[src/rtl/tile_dispatcher.sv]
// Round-robin job dispatcher for a pool of MLP tiles; results return strictly in job-arrival order.
// Steers external image/result muxes by tile index only; no image or result data passes through.
module tile_dispatcher #(
  parameter  int NUM_TILES = 4,
  parameter  int TAG_W     = 8,
  localparam int IDX_W     = $clog2(NUM_TILES)
) (
  input  logic                 clk,
  input  logic                 rst,
  input  logic                 job_valid,
  input  logic [TAG_W-1:0]     job_tag,
  output logic                 job_ready,
  output logic [IDX_W-1:0]     img_sel,
  output logic [NUM_TILES-1:0] tile_start,
  input  logic [NUM_TILES-1:0] tile_done,
  output logic                 res_valid,
  input  logic                 res_ready,
  output logic [TAG_W-1:0]     res_tag,
  output logic [IDX_W-1:0]     res_sel,
  output logic [IDX_W:0]       busy_cnt,
  output logic                 err
);

  typedef enum logic [1:0] {
    FREE = 2'd0,
    BUSY = 2'd1,
    HOLD = 2'd2
  } tile_st_e;

  tile_st_e         st_q  [NUM_TILES];
  tile_st_e         st_d  [NUM_TILES];
  logic [TAG_W-1:0] tag_q [NUM_TILES];
  logic [TAG_W-1:0] tag_d [NUM_TILES];
  logic [IDX_W-1:0] ord_q [NUM_TILES];
  logic [IDX_W-1:0] ord_d [NUM_TILES];

  logic [IDX_W-1:0] rr_q, rr_d;
  logic [IDX_W-1:0] rd_ptr_q, rd_ptr_d;
  logic [IDX_W-1:0] wr_ptr_q, wr_ptr_d;
  logic [IDX_W:0]   cnt_q, cnt_d;
  logic [IDX_W:0]   busy_cnt_q, busy_cnt_d;
  logic             err_q, err_d;

  logic             any_free;
  logic [IDX_W-1:0] pick;
  logic [IDX_W-1:0] head;
  logic             dispatch;
  logic             drain;

  // First FREE tile at or after rr; scanning downward lets the nearest candidate win.
  always_comb begin
    logic [IDX_W-1:0] cand;
    cand     = '0;
    pick     = rr_q;
    any_free = 1'b0;
    for (int k = NUM_TILES - 1; k >= 0; k--) begin
      cand = IDX_W'((int'(rr_q) + k) % NUM_TILES);
      if (st_q[cand] == FREE) begin
        pick     = cand;
        any_free = 1'b1;
      end
    end
  end

  assign head      = ord_q[rd_ptr_q];
  assign res_valid = (cnt_q != '0) && (st_q[head] == HOLD);
  assign res_sel   = head;
  assign res_tag   = tag_q[head];
  assign job_ready = any_free;
  assign img_sel   = pick;
  assign dispatch  = job_valid && any_free;
  assign drain     = res_valid && res_ready;
  assign busy_cnt  = busy_cnt_q;
  assign err       = err_q;

  always_comb begin
    tile_start = '0;
    if (dispatch) tile_start[pick] = 1'b1;
  end

  // Done, drain and dispatch touch tiles in BUSY, HOLD and FREE respectively, so they never collide.
  always_comb begin
    st_d       = st_q;
    tag_d      = tag_q;
    ord_d      = ord_q;
    rr_d       = rr_q;
    rd_ptr_d   = rd_ptr_q;
    wr_ptr_d   = wr_ptr_q;
    cnt_d      = cnt_q;
    err_d      = err_q;
    busy_cnt_d = '0;

    for (int i = 0; i < NUM_TILES; i++) begin
      if (tile_done[i]) begin
        if (st_q[i] == BUSY) st_d[i] = HOLD;
        else                 err_d   = 1'b1;
      end
    end

    if (drain) begin
      st_d[head] = FREE;
      rd_ptr_d   = (rd_ptr_q == IDX_W'(NUM_TILES - 1)) ? '0 : rd_ptr_q + IDX_W'(1);
    end

    if (dispatch) begin
      st_d[pick]      = BUSY;
      tag_d[pick]     = job_tag;
      ord_d[wr_ptr_q] = pick;
      wr_ptr_d        = (wr_ptr_q == IDX_W'(NUM_TILES - 1)) ? '0 : wr_ptr_q + IDX_W'(1);
      rr_d            = (pick == IDX_W'(NUM_TILES - 1)) ? '0 : pick + IDX_W'(1);
    end

    case ({dispatch, drain})
      2'b10:   cnt_d = cnt_q + (IDX_W + 1)'(1);
      2'b01:   cnt_d = cnt_q - (IDX_W + 1)'(1);
      default: cnt_d = cnt_q;
    endcase

    for (int i = 0; i < NUM_TILES; i++) begin
      if (st_d[i] != FREE) busy_cnt_d = busy_cnt_d + (IDX_W + 1)'(1);
    end
  end

  always_ff @(posedge clk or posedge rst) begin
    if (rst) begin
      for (int i = 0; i < NUM_TILES; i++) begin
        st_q[i]  <= FREE;
        tag_q[i] <= '0;
        ord_q[i] <= '0;
      end
      rr_q       <= '0;
      rd_ptr_q   <= '0;
      wr_ptr_q   <= '0;
      cnt_q      <= '0;
      busy_cnt_q <= '0;
      err_q      <= 1'b0;
    end else begin
      st_q       <= st_d;
      tag_q      <= tag_d;
      ord_q      <= ord_d;
      rr_q       <= rr_d;
      rd_ptr_q   <= rd_ptr_d;
      wr_ptr_q   <= wr_ptr_d;
      cnt_q      <= cnt_d;
      busy_cnt_q <= busy_cnt_d;
      err_q      <= err_d;
    end
  end

endmodule

[config.mk]
export PLATFORM = sky130hd
export DESIGN_NAME = tile_dispatcher
export DESIGN_NICKNAME = d
export VERILOG_FILES = /design/src/rtl/tile_dispatcher.sv
export SDC_FILE = /design/constraint.sdc
export NUM_CORES = 1
export LEC_CHECK = 0
export BUFFER_PORTS_ARGS = -buffer_cell sky130_fd_sc_hd__buf_2
export CAP_MARGIN = 20
export CORE_MARGIN = 5
export CORE_UTILIZATION = 40
export CTS_BUF_LIST = sky130_fd_sc_hd__clkbuf_4
export DETAILED_ROUTE_END_ITERATION = 8
export GPL_ROUTABILITY_DRIVEN = 1
export GPL_TIMING_DRIVEN = 0
export SYNTH_ARGS = -nofsm -noshare
export SYNTH_HDL_FRONTEND = slang
export SYNTH_SLANG_ARGS = --single-unit
[constraint.sdc]
create_clock -name clk -period 3 [get_ports clk]
set_input_delay 0.15 -clock clk [delete_from_list [all_inputs] [get_ports clk]]
set_output_delay 0.15 -clock clk [all_outputs]
set_load 0.01 [all_outputs]
**Yosys cells after proc, flatten, opt, wreduce, memory -nomap -nowiden**

Cells that the tools add are included.

- Order comparisons: 13
- Add/subtract/negate cells: 11
- Reduce and logical (&&, ||, !) cells: 17
- Equality and inequality tests: 10
- Bitwise logic cells: 13
- Multiplexer cells: 68

Operator list:

| cell | number |
|---|---|
| 2-to-1 mux 2 bit | 30 |
| 2-to-1 mux 8 bit | 5 |
| bitwise mux 32 bit | 1 |
| binary-select mux 2 bit (select 2 bit) | 6 |
| >= comparator 3 bit, second input constant | 8 |
| inverter 2 -> 3 bit | 8 |
| binary-select mux 8 bit (select 2 bit) | 1 |
| demux 8 bit (select 2 bit) | 1 |
| 2-to-1 mux 1 bit | 14 |
| adder 3 x 1 -> 3 bit, second input constant | 4 |
| demux 2 bit (select 2 bit) | 3 |
| equality test 2 x 1 -> 1 bit, second input constant | 5 |
| equality test 2 bit, second input constant | 5 |
| nonzero test 2 bit | 5 |
| < comparator 3 x 1 -> 1 bit, second input constant | 3 |
| 2-to-1 mux 3 bit | 3 |
| adder 2 x 1 -> 2 bit, second input constant | 4 |
| bitwise AND 8 bit | 1 |
| bitwise mux 8 bit | 1 |
| logical NOT 2 bit | 4 |
| inverter 8 bit | 1 |
| logical AND 1 bit | 7 |
| one-hot mux 3 bit (2 select lines) | 1 |
| adder 2 bit, second input constant | 2 |
| 9 further kinds | 9 |

- Input port bits: 16
- Word-level logic and storage cells: 150
- Register bits after elaboration: 61
- Output and inout port bits: 22

**Depth between registers and ports, before layout**

Gate-level depths: netlist (run 1).

- Word-level depth: 26
- Mapped depth: 17
- Depth with buffers taken out: 16

**Worst setup path after synthesis (run 1)**

Ideal clock, no wire load.

- Path type: register to register
- Start: register st_q[5] (netlist name)
- End: register busy_cnt_q[1], in the netlist busy_cnt[1]
- Required time: 2.875 ns
- Setup time: 0.125 ns
- Path buffers: 0
- Cell stages (with the launch flop): 14
- Slack: -0.405 ns
- Clock period less this slack: 3.405 ns
- Arrival time: 3.280 ns
- Cell sequence: dfrtp_1 > nor2_1 > o32a_1 > o32ai_1 > a21oi_1 > inv_1 > ha_1 > nand2_1 > inv_2 > a211oi_1 > ha_1 > xnor2_1 > ha_1 > mux2_4

- Longest elaborated chain between the ends: 24
- Elaborated cells between the ends (all ways): 57
- Classes of those cells: add/sub: 3; order compare: 2; eq/ne: 2; mux: 33; bitwise: 5; reduce/logical: 12

RTL lines:

| element | line | source |
|---|---|---|
| from (decl) | 30 | `tile_st_e st_q [NUM_TILES];` |
| from (signal assigned) | 138 | `st_q <= st_d;` |
| binary-select mux 2 bit (select 2 bit) | 58 | `if (st_q[cand] == FREE) begin` |
| 2-to-1 mux 2 bit (not written as such) (2 in a row) | 58 |  |
| logical NOT 2 bit | 58 |  |
| 2-to-1 mux 2 bit (3 in a row) | 58 |  |
| 2-to-1 mux 2 bit (*) | 58 |  |
| net img_sel[0] | 13 | `output logic [IDX_W-1:0] img_sel,` |
| inverter 2 -> 3 bit (not written as such) (*) | 106 | `st_d[pick] = BUSY;` |
| >= comparator 3 bit (not written as such) or < comparator 3 x 1 -> 1 bit (tied branches) | 106 |  |
| [... 7 more ...] | -- |  |
| 2-to-1 mux 1 bit | 120 | `if (st_d[i] != FREE) busy_cnt_d = busy_cnt_d + (IDX_W + 1)'(1);` |
| adder 3 x 1 -> 3 bit | 120 |  |
| 2-to-1 mux 3 bit | 120 |  |
| adder 3 x 1 -> 3 bit | 120 |  |
| 2-to-1 mux 3 bit | 120 |  |
| adder 3 x 1 -> 3 bit | 120 |  |
| 2-to-1 mux 3 bit (*) | 120 |  |
| net busy_cnt_d[1] | 41 | `logic [IDX_W:0] busy_cnt_q, busy_cnt_d;` |
| to (signal assigned) | 145 | `busy_cnt_q <= busy_cnt_d;` |
| to (decl) | 41 |  |

The timed path passes the listed nets; every way through them passes the cells marked *. The select of a mux whose other input is x is not followed.
A chain may end at the register's enable or synchronous reset.

**Worst setup path in the final report (run 1)**

- Start: register st_q[4] (netlist name)
- End: register busy_cnt_q[1], in the netlist busy_cnt[1]

- Longest elaborated chain between the ends: 24
- Elaborated cells between the ends (all ways): 57
- Classes of those cells: add/sub: 3; order compare: 2; eq/ne: 2; mux: 33; bitwise: 5; reduce/logical: 12

RTL lines:

| element | line |
|---|---|
| binary-select mux 2 bit (select 2 bit) | 58 |
| 2-to-1 mux 2 bit (not written as such) (2 in a row) | 58 |
| logical NOT 2 bit | 58 |
| 2-to-1 mux 2 bit (4 in a row) | 58 |
| inverter 2 -> 3 bit (not written as such) | 106 |
| >= comparator 3 bit (not written as such) or < comparator 3 x 1 -> 1 bit (tied branches) | 106 |
| logical AND 1 bit (not written as such) | 106 |
| 2-to-1 mux 2 bit (not written as such) | 106 |
| [... 5 more ...] | -- |
| 2-to-1 mux 1 bit | 120 |
| adder 3 x 1 -> 3 bit | 120 |
| 2-to-1 mux 3 bit | 120 |
| adder 3 x 1 -> 3 bit | 120 |
| 2-to-1 mux 3 bit | 120 |
| adder 3 x 1 -> 3 bit | 120 |
| 2-to-1 mux 3 bit (*) | 120 |
| net busy_cnt_d[1] | 41 |

Marked as above.

==> flow_summary.ini, run 1 <==
[clocking]
clkSinkCount = 61
clk_latency_ns = 0.42
ctsHtreeMaxLevel = 3
clock-root-buffer = clkbuf_4
cts_tree = built
clk_pin_slew_ns = 0.11
clock_path_buffers = 2
cts_buffers = 9

[global_routing]
grt_usage_pct = 15.1
grt_pass1_vias = 2289
grt_max_degree = 34
grt_pass1_wl_um = 11500
grt_overflow = 0
antenna_found_initial = 0

[worst_setup_path]
start_kind = flop
required_ns = 3.30
crit_type = flop to flop
cp_max_fo = 7
cp.arrival_ns = 3.23
cp-end-kind = flop

[route]
routed_wl_um = 6940
num_vias = 2288
vias_per_cell = 4.91
drtIter0Drc = 93
drc = 0
dr.pass1.iters = 4
ant_nets = 0
wl_per_cell_um = 14.9

[timing]
fin_crit_ns = 2.93
max_freq_mhz = 341
clock_skew_ns = 0.0204
post-route-period-util_pct = 97.7
tightestPinTransition_ns = 0.630
relSlewSlack_pct = 58.0
rsz0062_at_grt = yes
maxSlewViolCount = 0
hold_viol = 0
setup_viol = 0

[final_layout]
layout_commonest_cell = nand2_1
design_area_um2 = 3990
diodes = 0
fin_nets = 389
mostFrequentLayoutCells = 64 x nand2_1, 56 x dfrtp_1, 40 x buf_2, 17 x mux2_2, 16 x inv_1
layout.cells.non_filler = 466
drive_gt1_share_pct = 36.5
syn_to_final_growth_pct = 27.7
utilization_pct = 51.9

[pwr]
p_leak_nw = 1.92
peakVddDrop_mv = 0.521
p_total_w = 0.00561
powerDensity_nw_per_um2 = 1410

[place]
place_hpwl_um = 4600
place_inst = 423
placed_area_um2 = 3480
gp_congestion = 0.740
numPortBuffers = 37

[synthesis]
synth-edff-count = 0
syn_area_per_cell_um2 = 11.0
ys_warn_count = 0
syn_area_um2 = 3130
seq_area_frac_synth_pct = 48.8
syn_nets = 313
ys_types = 40
synth_seq_cells = 61
yosys_most_used_dff = dfrtp_1
syn_inst = 283
synthArstFlopShare_pct = 100

[floorplanning]
rows = 32
core_um2 = 7690
dieHeight_um = 98.4
dieWidth_um = 98.4
ios = 38
initial_core_util_pct = 40.7
die-area_um2 = 9680

[outcome]
status = finished, final reports clean

[flow_run]
drv_cap = 0

[hold_path]
hp-class = input port to flop
[critical path, stage by stage, from the launching register on]
cell and delay [ns]:
dfrtp_2 0.48, nor2_4 0.15, buf_12 0.13, nand3b_1 0.09, o41ai_1 0.06, o32a_2 0.35
buf_4 0.17, ha_2 0.20, a221oi_4 0.37, buf_4 0.18, xnor2_2 0.12, ha_1 0.26
mux2_4 0.26
[path summary, 6_finish.rpt]
path	start	endpoint	slack, ns	cells past startpoint
worst max-delay path	st_q[4]	busy_cnt[1]	0.07	12
worst min-delay path	res_ready	rd_ptr_q[1]	0.30	4
worst max register to register	st_q[4]	busy_cnt[1]	0.07	12
worst min register to register	tag_q[17]	tag_q[17]	0.49	2
max in group asynchronous	rst	rd_ptr_q[0]	2.02	4
min in group asynchronous	rst	tag_q[28]	0.34	3
[where the power goes]
part           total [W]  switching, W  internal, W
combinational    0.00332       0.00165      0.00167
clock           0.000757      0.000331     0.000426
sequential       0.00154      0.000282      0.00125
total            0.00561       0.00226      0.00335
[routing by layer]
| metal | global-route usage (%) | wire length (um) |
|---|---|---|
| met5 | 0 | 0 |
| met4 | 3.78 | 61 |
| met3 | 4.71 | 248 |
| met2 | 25.8 | 3520 |
| met1 | 18.7 | 3110 |
[Yosys cell counts (4+ instances only)]
library cell / n / share of area [%]
nand2b_1: 6 / 1.2
inv_2: 4 / 0.48
mux4_2: 10 / 7.2
nand2_1: 67 / 8.0
xnor2_1: 4 / 1.1
buf_2: 5 / 0.80
nor2_1: 11 / 1.3
dfrtp_1: 61 / 49
mux2i_1: 5 / 1.6
o21ai_0: 13 / 2.1
mux2_1: 9 / 3.2
a21oi_1: 6 / 0.96
inv_1: 17 / 2.0
mux2_2: 17 / 6.1
ha_1: 13 / 5.2
[per-stage QoR]
stage / setup slack, ns / hold slack (ns) / TNS (ns)
finish: 0.0696 / 0.301 / 0
global route: -0.0239 / 0.311 / -0.0239
CTS: -0.0459 / 0.275 / -0.0459
detailed placement: -0.433 / 0.265 / -0.713
global placement: -0.371 / 0.393 / -0.576
floorplan: 0.00326 / 0.255 / 0
[kinds of logic after synthesis]
kind of cell,count (synthesis),synth area share (%)
muxes,42,18.7
buffers and inverters,29,3.80
AOI/OAI and AO/OA,33,7.45
DFF,61,48.8
adders and majority gates,14,5.84
and+or+nand+nor,98,13.7
xor gates and xnor gates,6,1.68
[final cells by class]
type / instances / area, um2
plain buffers: 8 / 47.5
clock buffers: 9 / 67.6
clock inverters: 7 / 123
fillers: 713 / 3700
inverters: 21 / 78.8
multi-input cells: 193 / 1560
flip-flops and latches: 61 / 1530
well taps: 102 / 128
repair buffers: 65 / 453
[registers in the layout, summed over array words and instances (netlist names)]
register / count
tag_q: 32
ord_q: 8
st_q: 8
busy_cnt: 3
cnt_q: 3
rd_ptr_q: 2
rr_q: 2
wr_ptr_q: 2
err: 1
[repair_timing]
item                                    in CTS  in global routing
buffers inserted                             2                 12
endpoints found under the setup margin       5                  4
resized for setup                            7                 17
hold buffers                                13                  0
endpoints found under the hold margin       60                  0
pin swaps                                    2                  4
Power figures use the tool's default switching activity.
==> run 2, diff against run 1 <==
--- a/config.mk
+++ b/config.mk
@@ -13,6 +13,7 @@
 export DETAILED_ROUTE_END_ITERATION = 8
 export GPL_ROUTABILITY_DRIVEN = 1
 export GPL_TIMING_DRIVEN = 0
+export MAX_ROUTING_LAYER = met4
 export SYNTH_ARGS = -nofsm -noshare
 export SYNTH_HDL_FRONTEND = slang
 export SYNTH_SLANG_ARGS = --single-unit
==> run 2 against run 1 <==
Wire length decreased by 1.1%. Global-route usage up 0.47 points. First-iteration DRC count grew 2.2%. Power decreased by 0.43%. Die area unchanged. Clock power barely moved.
==> flow_summary.ini, run 2 (synthesis gave the netlist of run 1 again) <==
[floorplanning]
dieWidth_um = 98.4
ios = 38
initial_core_util_pct = 40.7
die-area_um2 = 9680
rows = 32
dieHeight_um = 98.4
core_um2 = 7690

[pwr]
combPwrFrac_pct = 59.0
p_leak_nw = 1.91
p_switching_w = 0.00225
seqPwrFrac_pct = 27.4
switching_share_pct = 40.2
pwr-share-clk_pct = 13.5
peakVddDrop_mv = 0.527
internal_power_w = 0.00334
powerDensity_nw_per_um2 = 1400

[global_routing]
antenna_found_initial = 0
grt_pass1_wl_um = 11500
grt_max_degree = 34
grt_overflow = 0
grt_pass1_vias = 2288
grt_usage_pct = 15.6

[worst_setup_path]
cp-end-kind = flop
crit_type = flop to flop
cp.arrival_ns = 3.22
crit_buf_inv = 2
reg2reg_depth = 11
critPathMostFrequentCell = buf_4
cp_max_fo = 7
path_cells = or2_4 > nand3b_1 > o41ai_1 > o32a_2 > buf_4 > ha_2 > a221oi_4 > buf_4 > xnor2_2 > ha_1 > mux2_4
max_stage_delay_ns = 0.47
required_ns = 3.30
critical-path-top-delay-family = compound AO/OA/AOI/OAI gates
slowest_stage = dfrtp_2
path_depth = 11
start_kind = flop
rrSetupSlack_ns = 0.08

[place]
place_hpwl_um = 4600
gp_congestion = 0.749
numPortBuffers = 37
place_ws_ns = -0.433

[final_layout]
diodes = 0
mostFrequentLayoutCells = 64 x nand2_1, 56 x dfrtp_1, 41 x buf_2, 17 x mux2_2, 16 x inv_1
fin_nets = 388
reg_top3 = tag_q x32, ord_q x8, st_q x8
drive_gt1_share_pct = 36.4
layout_commonest_cell = nand2_1
syn_to_final_growth_pct = 27.5
largest_reg_flops = 32
largest_register = tag_q
nFillCells = 710
utilization_pct = 51.8

[timing]
post-route-period-util_pct = 97.2
relSlewSlack_pct = 57.7
tightestPinTransition_ns = 0.634
hold_viol = 0
worst_slack_ns = 0.0833
max_freq_mhz = 343
clock_skew_ns = 0.0172
setup_viol = 0
maxSlewViolCount = 0
fin_crit_ns = 2.92

[clocking]
clkSinkCount = 61
clk_latency_ns = 0.42
cts_tree = built
clk_pin_slew_ns = 0.11
ctsHtreeMaxLevel = 3
clock-root-buffer = clkbuf_4
clock_path_buffers = 2
cts_buffers = 9

[route]
drtIter0Drc = 95
num_vias = 2276
dr.pass1.iters = 4
wl_per_cell_um = 14.8
routed_wl_um = 6870
ant_nets = 0
drc = 0
vias_per_cell = 4.89

[flow_run]
drv_cap = 0

[outcome]
status = finished, final reports clean

[hold_path]
whs_path_depth = 4
hp-class = input port to flop
run 2: changes by cell type in the layout (fill, tap and decap cells not counted):
cell | previous run | this run
buf_4 | 15 | 13
buf_6 | 0 | 1
buf_2 | 40 | 41
clkbuf_4 | 10 | 9
run 2: repair_timing:
item                                    4_1_cts  5_1_grt
pin swaps                                     2        5
endpoints found under the setup margin        5        4
gates resized for setup                       7       17
buffers inserted                              2       11
hold buffers                                 13        0
hold endpoints to repair                     60        0
run 2: worst min-delay path, cell delays in order:
cell     delay [ns]
buf_2          0.11
o31ai_1        0.11
nor2_1         0.10
mux2_1         0.20
run 2: through the flow:
| stage | TNS [ns] | hold slack (ns) | total power [W] | cell area [um2] | cells |
|---|---|---|---|---|---|
| 3_5_place_dp | -0.713 | 0.265 | 0.00453 | 3480 | 423 |
| 2_1_floorplan | 0 | 0.255 | 0.00372 | 3150 | 283 |
| 5_1_grt | -0.0245 | 0.311 | 0.00606 | 3980 | 465 |
| 3_3_place_gp | -0.576 | 0.393 | 0.00443 | 3460 | 422 |
| 4_1_cts | -0.0459 | 0.275 | 0.00541 | 3840 | 454 |
| 6_report | 0 | 0.304 | 0.00559 | 3980 | 465 |
run 2: area by class of cell:
type | instances | area, um2 | share of cell area (%)
multi-input combinational | 193 | 1560 | 39.2
clock inverter | 7 | 123 | 3.08
tap | 102 | 128 | 3.20
buffer | 8 | 48.8 | 1.22
sequential | 61 | 1530 | 38.5
timing repair buffer | 64 | 445 | 11.2
inverter | 21 | 78.8 | 1.98
clock buffer | 9 | 67.6 | 1.70
run 2: routing by layer:
| layer | wire (um) | vias to the layer above | track usage [%] |
|---|---|---|---|
| li1 | - | 1117 | - |
| met1 | 3120 | 1116 | 18.7 |
| met2 | 3440 | 36 | 25.8 |
| met3 | 240 | 7 | 4.71 |
| met4 | 67 | 0 | 3.78 |
| met5 | 0 | - | - |
run 2: power groups by stage:
stage | clock (W) | sequential (W) | combinational (W)
5_1_grt | 0.000814 | 0.00159 | 0.00365
3_5_place_dp | 0 | 0.00154 | 0.00299
3_3_place_gp | 0 | 0.00152 | 0.00291
6_report | 0.000756 | 0.00153 | 0.00330
2_1_floorplan | 0 | 0.00147 | 0.00224
4_1_cts | 0.000778 | 0.00153 | 0.00311
run 2: path summary, 6_finish.rpt:
kind / from / end
setup / recovery: st_q[7] / busy_cnt[1]
hold / removal: res_ready / rd_ptr_q[1]
setup reg to reg: st_q[7] / busy_cnt[1]
hold reg to reg: tag_q[17] / tag_q[17]
max in group asynchronous: rst / rd_ptr_q[0]
min in group asynchronous: rst / tag_q[28]
